===== config.mk =====
export PLATFORM = sky130hd
export DESIGN_NAME = dp_ram_arbiter
export DESIGN_NICKNAME = d
export VERILOG_FILES = /design/src/rtl/dp_ram_arbiter.sv
export SDC_FILE = /design/constraint.sdc
export NUM_CORES = 1
export LEC_CHECK = 0
export CORE_AREA = 5 5 93 95
export CTS_CLUSTER_DIAMETER = 30
export DETAILED_ROUTE_END_ITERATION = 16
export DIE_AREA = 0 0 98 100
export HOLD_SLACK_MARGIN = 0.1
export PLACE_DENSITY = 0.82
export SYNTH_ARGS = -nofsm -noshare
export SYNTH_HDL_FRONTEND = slang
export SYNTH_SLANG_ARGS = --single-unit

===== constraint.sdc =====
create_clock -name clk_i -period 1.25 [get_ports clk_i]
set_input_delay 0.125 -clock clk_i [delete_from_list [all_inputs] [get_ports clk_i]]
set_output_delay 0.125 -clock clk_i [all_outputs]
set_load 0.05 [all_outputs]

===== src/rtl/dp_ram_arbiter.sv =====
// Round-robin arbiter sharing one RAM data port between two OBI-style requesters.
// Optional grant-stall injection is enabled by defining DP_RAM_ARB_STALL_EN.
module dp_ram_arbiter #(
    parameter int ADDR_WIDTH = 22,
    parameter int NUM_REQ    = 2
) (
    input  logic                          clk_i,
    input  logic                          rst_i,
    input  logic [NUM_REQ-1:0]            req_i,
    input  logic [NUM_REQ*ADDR_WIDTH-1:0] addr_i,
    input  logic [NUM_REQ-1:0]            we_i,
    input  logic [NUM_REQ*4-1:0]          be_i,
    input  logic [NUM_REQ*32-1:0]         wdata_i,
    output logic [NUM_REQ-1:0]            gnt_o,
    output logic [NUM_REQ-1:0]            rvalid_o,
    output logic [31:0]                   rdata_o,
    output logic                          ram_en_o,
    output logic [ADDR_WIDTH-1:0]         ram_addr_o,
    output logic                          ram_we_o,
    output logic [3:0]                    ram_be_o,
    output logic [31:0]                   ram_wdata_o,
    input  logic [31:0]                   ram_rdata_i
);

    generate
        if (NUM_REQ != 2) begin : g_bad_num_req
            $fatal(1, "dp_ram_arbiter: NUM_REQ must be 2");
        end
    endgenerate

    logic stall;

`ifdef DP_RAM_ARB_STALL_EN
    // Fibonacci LFSR, taps 16/14/13/11; a zero low pair suppresses the grant.
    logic [15:0] lfsr_q, lfsr_d;

    always_comb begin
        lfsr_d = {lfsr_q[14:0], lfsr_q[15] ^ lfsr_q[13] ^ lfsr_q[12] ^ lfsr_q[10]};
    end

    always_ff @(posedge clk_i or posedge rst_i) begin
        if (rst_i) begin
            lfsr_q <= 16'hACE1;
        end else begin
            lfsr_q <= lfsr_d;
        end
    end

    assign stall = (lfsr_q[1:0] == 2'b00);
`else
    assign stall = 1'b0;
`endif

    logic last_q, last_d;
    logic rsp_valid_q, rsp_valid_d;
    logic rsp_id_q, rsp_id_d;
    logic gnt_idx;
    logic [1:0] gnt;

    always_comb begin
        gnt     = 2'b00;
        gnt_idx = 1'b0;
        // Reset gates the grant combinationally so nothing reaches the RAM while held.
        if (!rst_i && !stall) begin
            if (req_i[0] && req_i[1]) begin
                gnt_idx = ~last_q;
                gnt     = gnt_idx ? 2'b10 : 2'b01;
            end else if (req_i[0]) begin
                gnt = 2'b01;
            end else if (req_i[1]) begin
                gnt_idx = 1'b1;
                gnt     = 2'b10;
            end
        end
        last_d      = (|gnt) ? gnt_idx : last_q;
        rsp_valid_d = |gnt;
        rsp_id_d    = gnt_idx;
    end

    always_ff @(posedge clk_i or posedge rst_i) begin
        if (rst_i) begin
            last_q      <= 1'b1;
            rsp_valid_q <= 1'b0;
            rsp_id_q    <= 1'b0;
        end else begin
            last_q      <= last_d;
            rsp_valid_q <= rsp_valid_d;
            rsp_id_q    <= rsp_id_d;
        end
    end

    assign gnt_o    = gnt;
    assign ram_en_o = |gnt;

    // With no grant gnt_idx is 0, so requester 0's fields sit on the port.
    always_comb begin
        ram_addr_o  = gnt_idx ? addr_i[ADDR_WIDTH +: ADDR_WIDTH] : addr_i[0 +: ADDR_WIDTH];
        ram_we_o    = gnt_idx ? we_i[1] : we_i[0];
        ram_be_o    = gnt_idx ? be_i[7:4] : be_i[3:0];
        ram_wdata_o = gnt_idx ? wdata_i[63:32] : wdata_i[31:0];
    end

    genvar gi;
    generate
        for (gi = 0; gi < NUM_REQ; gi++) begin : g_rvalid
            assign rvalid_o[gi] = rsp_valid_q && (int'(rsp_id_q) == gi);
        end
    endgenerate

    assign rdata_o = ram_rdata_i;

endmodule


==> flow_metrics.py, run 1 <==
metrics = {
    "outcome": {
        "status": "finished with violations",
        "violations": "negative setup slack",
    },
    "floorplan": {
        "rows": 32,
        "die_y_um": 100,
        "fp.dieW_um": 98,
        "io-pin-count": 250,
        "core-area_um2": 7647,
        "initial_core_util": 0.1770,
        "die_area_um2": 9800,
    },
    "timing": {
        "min_period_over_period": 1.416,
        "worst_pin_slew_ns": 0.2137,
        "fmax_mhz": 565.0,
        "min_period_ns": 1.770,
        "hold_viol": 0,
        "finalSetupViolations": 61,
        "maxSlewViolCount": 0,
        "setup_tns_ns": -30.16,
        "finClkSkew_ns": 0.001928,
        "finalWorstSetupSlack_ns": -0.5200,
        "rsz0062_at_grt": "true",
        "slew_headroom": 0.8572,
    },
    "logic_synthesis": {
        "yosysWarnings": 0,
        "seq_area_frac_synth": 0.05638,
        "ys_seq_elements": 3,
        "synth_mux_area_frac": 0.6543,
        "synth-simple-area-share": 0.02680,
        "synth_area_per_cell_um2": 11.77,
        "synthXorXnorAreaFrac": 0,
        "yosysTopAreaCellShare": 0.6543,
        "synth_adder_area_share": 0,
        "syn-num-nets": 269,
        "synth_top_family_by_area": "multiplexers",
        "synth_area_leaders": "mux2_4 65%, buf_4 18%, buf_6 5.8%",
        "synth_compound_area_frac": 0.01294,
        "synth_area_um2": 1354,
        "post-synth-top-area-cell": "mux2_4",
        "postSynthCellCount": 115,
        "synth.distinct_cells": 15,
    },
    "hold_path": {
        "hold_depth": 0,
        "hold_path_class": "in -> out",
    },
    "drt": {
        "dr.pass1.iters": 3,
        "drtIter0Drc": 6,
        "antenna_left": 0,
        "wirelength_mm": 5.873,
        "vias_per_cell": 3.911,
        "dr_total_vias": 1486,
        "wl_per_cell_um": 15.46,
        "drc": 0,
    },
    "power_and_ir_drop": {
        "power_density_nw_per_um2": 701.3,
        "finalPower_mw": 2.344,
        "max-vdd-ir-drop_mv": 0.3241,
        "p_leak_nw": 1.601,
    },
    "grt": {
        "grt.total_usage": 0.1122,
        "grt_first_pass_wirelength_mm": 8.783,
        "gr-total-overflow": 0,
        "grt_pass1_vias": 1713,
        "antenna_found_initial": 0,
        "grt_start_max_net_pins": 32,
    },
    "worst_setup_path": {
        "arrival_ns": 1.64,
        "ff2ff_path_depth": 4,
        "slowest_stage": "dfstp_2",
        "critPathKind": "reg -> out",
        "endpoint_kind": "output port",
        "required_ns": 1.12,
        "cp-start-kind": "flop",
        "max_stage_delay_ns": 0.53,
        "crit_chain": "a21o_4, buf_12, mux2_4, buf_6",
        "path_max_fanout": 27,
    },
    "finish": {
        "nets": 433,
        "syn_to_final_growth_pct": 146.9,
        "multi_input_area_um2": 960.9,
        "num_antenna_cells": 0,
        "fillers": 712,
        "drive_above_1_share": 0.5216,
        "seq_area_um2": 76.32,
    },
    "placed_design": {
        "place.gp.congestion": 0.7617,
        "pre_cts_slack_ns": -0.5372,
        "portBuffers": 185,
    },
    "clock_network": {
        "clk_latency_ns": 0.22,
        "path_clk_slew_ns": 0.03,
        "numCtsBuffers": 3,
        "htreeDepth": 1,
        "clkSinkCount": 3,
        "clk_path_buf_depth": 2,
        "cts_tree": "done",
        "cts_root_buffer": "clkbuf_8",
    },
    "flow_run": {
        "cap_violations": 0,
    },
}
==> flip-flops by register name (all words and copies together) (netlist names) <==
name         cells
last_q           1
rsp_id_q         1
rsp_valid_q      1
==> routing by layer <==
metal | routed length, um | global-route usage | vias up
li1 | - | - | 689
met1 | 1764 | 0.09933 | 676
met2 | 3316 | 0.2251 | 103
met3 | 718 | 0.05003 | 18
met4 | 72 | 0.03408 | 0
met5 | 0 | 0 | -
==> cell families after synthesis <==
family | after synthesis
AOI/OAI and AO/OA | 3
buffers and inverters | 43
DFF | 3
muxes | 59
and+or+nand+nor | 7
==> cell usage in the layout (no fill, tap or decap), drive strengths merged <==
cell and count:
buf 77, dlygate4sd3 1, o21ai 1, a21oi 1, a21o 1, dlygate4sd2 2, and2 1, dfstp 1
mux2 59, clkbuf 4, nor2b 1, nor2 2, nand2 1, dfrtp 2, nand2b 2, inv 3
clkdlybuf4s50 119
==> area by class of cell <==
class | instances | area share
Tap cell | 102 | 0.03819
Timing Repair Buffer | 199 | 0.6346
Sequential cell | 3 | 0.02284
Inverter | 3 | 0.003370
Clock buffer | 4 | 0.01348
Multi-Input combinational cell | 69 | 0.2875
==> worst paths after layout <==
| path | start | end | slack (ns) |
|---|---|---|---|
| min in group asynchronous | rst_i | rsp_valid_q$_DFF_PP0_ | 0.64 |
| hold / removal | ram_rdata_i[14] | rdata_o[14] | 0.25 |
| setup / recovery | last_q$_DFFE_PP1P_ | ram_we_o | -0.52 |
| hold reg to reg | last_q$_DFFE_PP1P_ | last_q$_DFFE_PP1P_ | 0.72 |
| setup reg to reg | last_q$_DFFE_PP1P_ | rsp_id_q$_DFF_PP0_ | 0.01 |
| max in group asynchronous | rst_i | last_q$_DFFE_PP1P_ | 0.40 |
==> synth_stat cells <==
cell type and number:
a21o_1 1, a21oi_1 1, and2_1 1, buf_4 33, buf_6 7, dfrtp_1 2, dfstp_2 1, inv_1 2
inv_2 1, mux2_4 59, nand2_1 1, nand2b_1 2, nor2_1 2, nor2b_1 1, o21ai_1 1
==> what timing repair did <==
item                                    CTS  global route
hold buffers                              1             0
pin swaps                                 0             1
endpoints found under the hold margin     2             0
endpoints found under the setup margin   63            63
setup buffers                             1             1
gates resized for setup                  65             1
==> per-stage QoR <==
stage	instance area [um^2]	utilization	hold slack (ns)	cells
2_1_floorplan	1358	-	-0.1221	115
5_1_grt	3342	0.4370	0.2501	380
4_1_cts	3331	0.4355	0.2503	379
3_5_place_dp	3028	0.3959	0.2503	373
6_report	3342	0.4370	0.2500	380
3_3_place_gp	3028	0.3959	0.2503	373
==> critical path, delay by kind of cell (launching register included) <==
kind                   cells  cell delay [ns]
AOI/OAI and AO/OA          1             0.16
DFF                        1             0.53
muxes                      1             0.33
buffers and inverters      2             0.38
==> report_power, final <==
part,internal [mW],total (mW),switching [mW]
Combinational,1.00,1.94,0.939
Sequential,0.113,0.121,0.00723
Clock,0.218,0.282,0.0645
Note: power is estimated with default switching activity, not from simulation.
==> run 2: changes to the inputs <==
Settings changed: CTS_BUF_LIST from default to sky130_fd_sc_hd__clkbuf_4.
Clock period 1.25 ns to 1.4 ns, I/O delays scaled along.
==> run 2 against run 1 <==
The flow still finishes with violations (negative setup slack); setup slack improved by 0.13 ns; die area did not move; routed wire length fell by 0.97%; largest power group unchanged.
==> flow_metrics.py, run 2 (synthesis results as in run 1) <==
metrics = {
    "timing": {
        "maxSlewViolCount": 0,
        "hold_viol": 0,
        "finalSetupViolations": 61,
        "rsz0062_at_grt": "true",
        "slew_headroom": 0.8307,
        "worst_pin_slew_ns": 0.2531,
        "finClkSkew_ns": 0.0005062,
        "finalWorstSetupSlack_ns": -0.3901,
        "fmax_mhz": 558.6,
        "min_period_ns": 1.790,
        "min_period_over_period": 1.279,
    },
    "power_and_ir_drop": {
        "p_leak_nw": 1.591,
        "power_density_nw_per_um2": 604.0,
        "switchingPower_mw": 0.8843,
        "p_sw_frac": 0.4414,
        "p_clk_frac": 0.084,
        "internal-power_mw": 1.119,
        "max-vdd-ir-drop_mv": 0.2952,
        "sequentialPowerShare": 0.053,
        "p_comb_frac": 0.863,
    },
    "floorplan": {
        "core-area_um2": 7647,
        "initial_core_util": 0.1770,
        "die_area_um2": 9800,
        "die_y_um": 100,
        "io-pin-count": 250,
        "fp.dieW_um": 98,
        "rows": 32,
    },
    "clock_network": {
        "cts_tree": "done",
        "cts_root_buffer": "clkbuf_4",
        "path_clk_slew_ns": 0.03,
        "clk_latency_ns": 0.23,
        "clk_path_buf_depth": 2,
        "clkSinkCount": 3,
        "htreeDepth": 1,
        "numCtsBuffers": 3,
    },
    "hold_path": {
        "hold_depth": 0,
        "hold_path_class": "in -> out",
    },
    "worst_setup_path": {
        "endpoint": "ram_wdata_o[27]",
        "timing.rr.start": "last_q$_DFFE_PP1P_",
        "critPathLaunch": "last_q$_DFFE_PP1P_",
        "endpoint_kind": "output port",
        "path_max_fanout": 27,
        "required_ns": 1.26,
        "crit_chain": "a21o_4, buf_12, mux2_4, buf_6",
        "ff2ff_path_depth": 4,
        "critPathKind": "reg -> out",
        "r2r_end": "rsp_id_q$_DFF_PP0_",
        "slowest_stage": "dfstp_2",
        "max_stage_delay_ns": 0.53,
        "r2r_setup_slack_ns": 0.16,
        "cp-start-kind": "flop",
        "arrival_ns": 1.65,
    },
    "drt": {
        "dr_total_vias": 1473,
        "drc": 0,
        "dr.pass1.iters": 4,
        "wirelength_mm": 5.816,
        "wl_per_cell_um": 15.35,
        "antenna_left": 0,
        "vias_per_cell": 3.887,
        "drtIter0Drc": 12,
    },
    "finish": {
        "drive_above_1_share": 0.5199,
        "top_regs": "last_q (1), rsp_id_q (1), rsp_valid_q (1)",
        "nets": 432,
        "layout_common_cells": "119 x clkdlybuf4s50_1, 59 x mux2_4, 59 x buf_6",
        "syn_to_final_growth_pct": 145.0,
        "layout_commonest_cell": "clkdlybuf4s50_1",
        "num_antenna_cells": 0,
        "final_area_um2": 3317,
        "post-route-util": 0.4337,
    },
    "placed_design": {
        "pre_cts_slack_ns": -0.4166,
        "portBuffers": 185,
        "dpl-instance-area_um2": 3020,
        "hpwl_mm": 5.036,
        "place.gp.congestion": 0.7593,
    },
    "grt": {
        "gr-total-overflow": 0,
        "grt_pass1_vias": 1699,
        "grt.total_usage": 0.1092,
        "grt_start_max_net_pins": 32,
        "grt_first_pass_wirelength_mm": 8.769,
        "antenna_found_initial": 0,
    },
    "flow_run": {
        "cap_violations": 0,
    },
    "outcome": {
        "violations": "negative setup slack",
        "status": "finished with violations",
    },
}
## run 2: routing by layer
layer,routed length [um],global-route usage,vias up
li1,-,-,687
met1,1793,0.1056,661
met2,3269,0.2094,105
met3,667,0.04795,20
met4,86,0.03088,0
met5,0,0,-
## run 2: worst min-delay path by stage
stage | slack (ns) | to | startpoint
6_report | 0.28 | rdata_o[14] | ram_rdata_i[14]
5_1_grt | 0.28 | rdata_o[14] | ram_rdata_i[14]
4_1_cts | 0.28 | rdata_o[10] | ram_rdata_i[10]
3_5_place_dp | 0.28 | rdata_o[10] | ram_rdata_i[10]
3_3_place_gp | 0.28 | rdata_o[10] | ram_rdata_i[10]
2_1_floorplan | -0.11 | rsp_id_q$_DFF_PP0_ | rst_i
## run 2: power groups by stage
stage          combinational, mW  clock (mW)  sequential, mW
4_1_cts                     1.66       0.177           0.107
3_3_place_gp                1.58           0           0.107
2_1_floorplan               1.21           0           0.107
6_report                    1.73       0.169           0.107
5_1_grt                     1.80       0.182           0.108
3_5_place_dp                1.59           0           0.107
## run 2: critical path, delay by kind of cell (launching register included)
family | cells | cell delay [ns]
flip-flops | 1 | 0.53
buffers and inverters | 2 | 0.37
multiplexers | 1 | 0.33
AO/OA/AOI/OAI | 1 | 0.16
## run 2: final cells by class
cell class / instances / area [um^2]
multi-input cells: 69 / 958.4
fillers: 713 / 4330
inverters: 3 / 11.26
well taps: 102 / 127.6
flip-flops and latches: 3 / 76.32
clock buffers: 4 / 30.03
repair buffers: 198 / 2113
## run 2: timing repair
action	CTS	global route
hold endpoints to repair	2	0
gates resized for setup	32	33
pin swaps	0	1
hold buffers	1	0
endpoints found under the setup margin	60	61
cloned	0	0
setup buffers	1	1
## run 2: metrics by stage
stage / hold slack, ns / cells / power [mW] / TNS, ns
after global placement: 0.2803 / 372 / 1.685 / -22.94
final: 0.2800 / 379 / 2.003 / -22.59
after floorplan: -0.1071 / 115 / 1.315 / -3.147
after CTS: 0.2803 / 378 / 1.946 / -24.02
after global routing: 0.2801 / 379 / 2.085 / -25.93
after detailed placement: 0.2803 / 372 / 1.701 / -23.76
==> run 3: changes to the inputs <==
Settings changed: GPL_ROUTABILITY_DRIVEN from default to 1.
==> results of run 3 <==
Same layout as run 2: the final DEF is identical, and so are final timing and power.
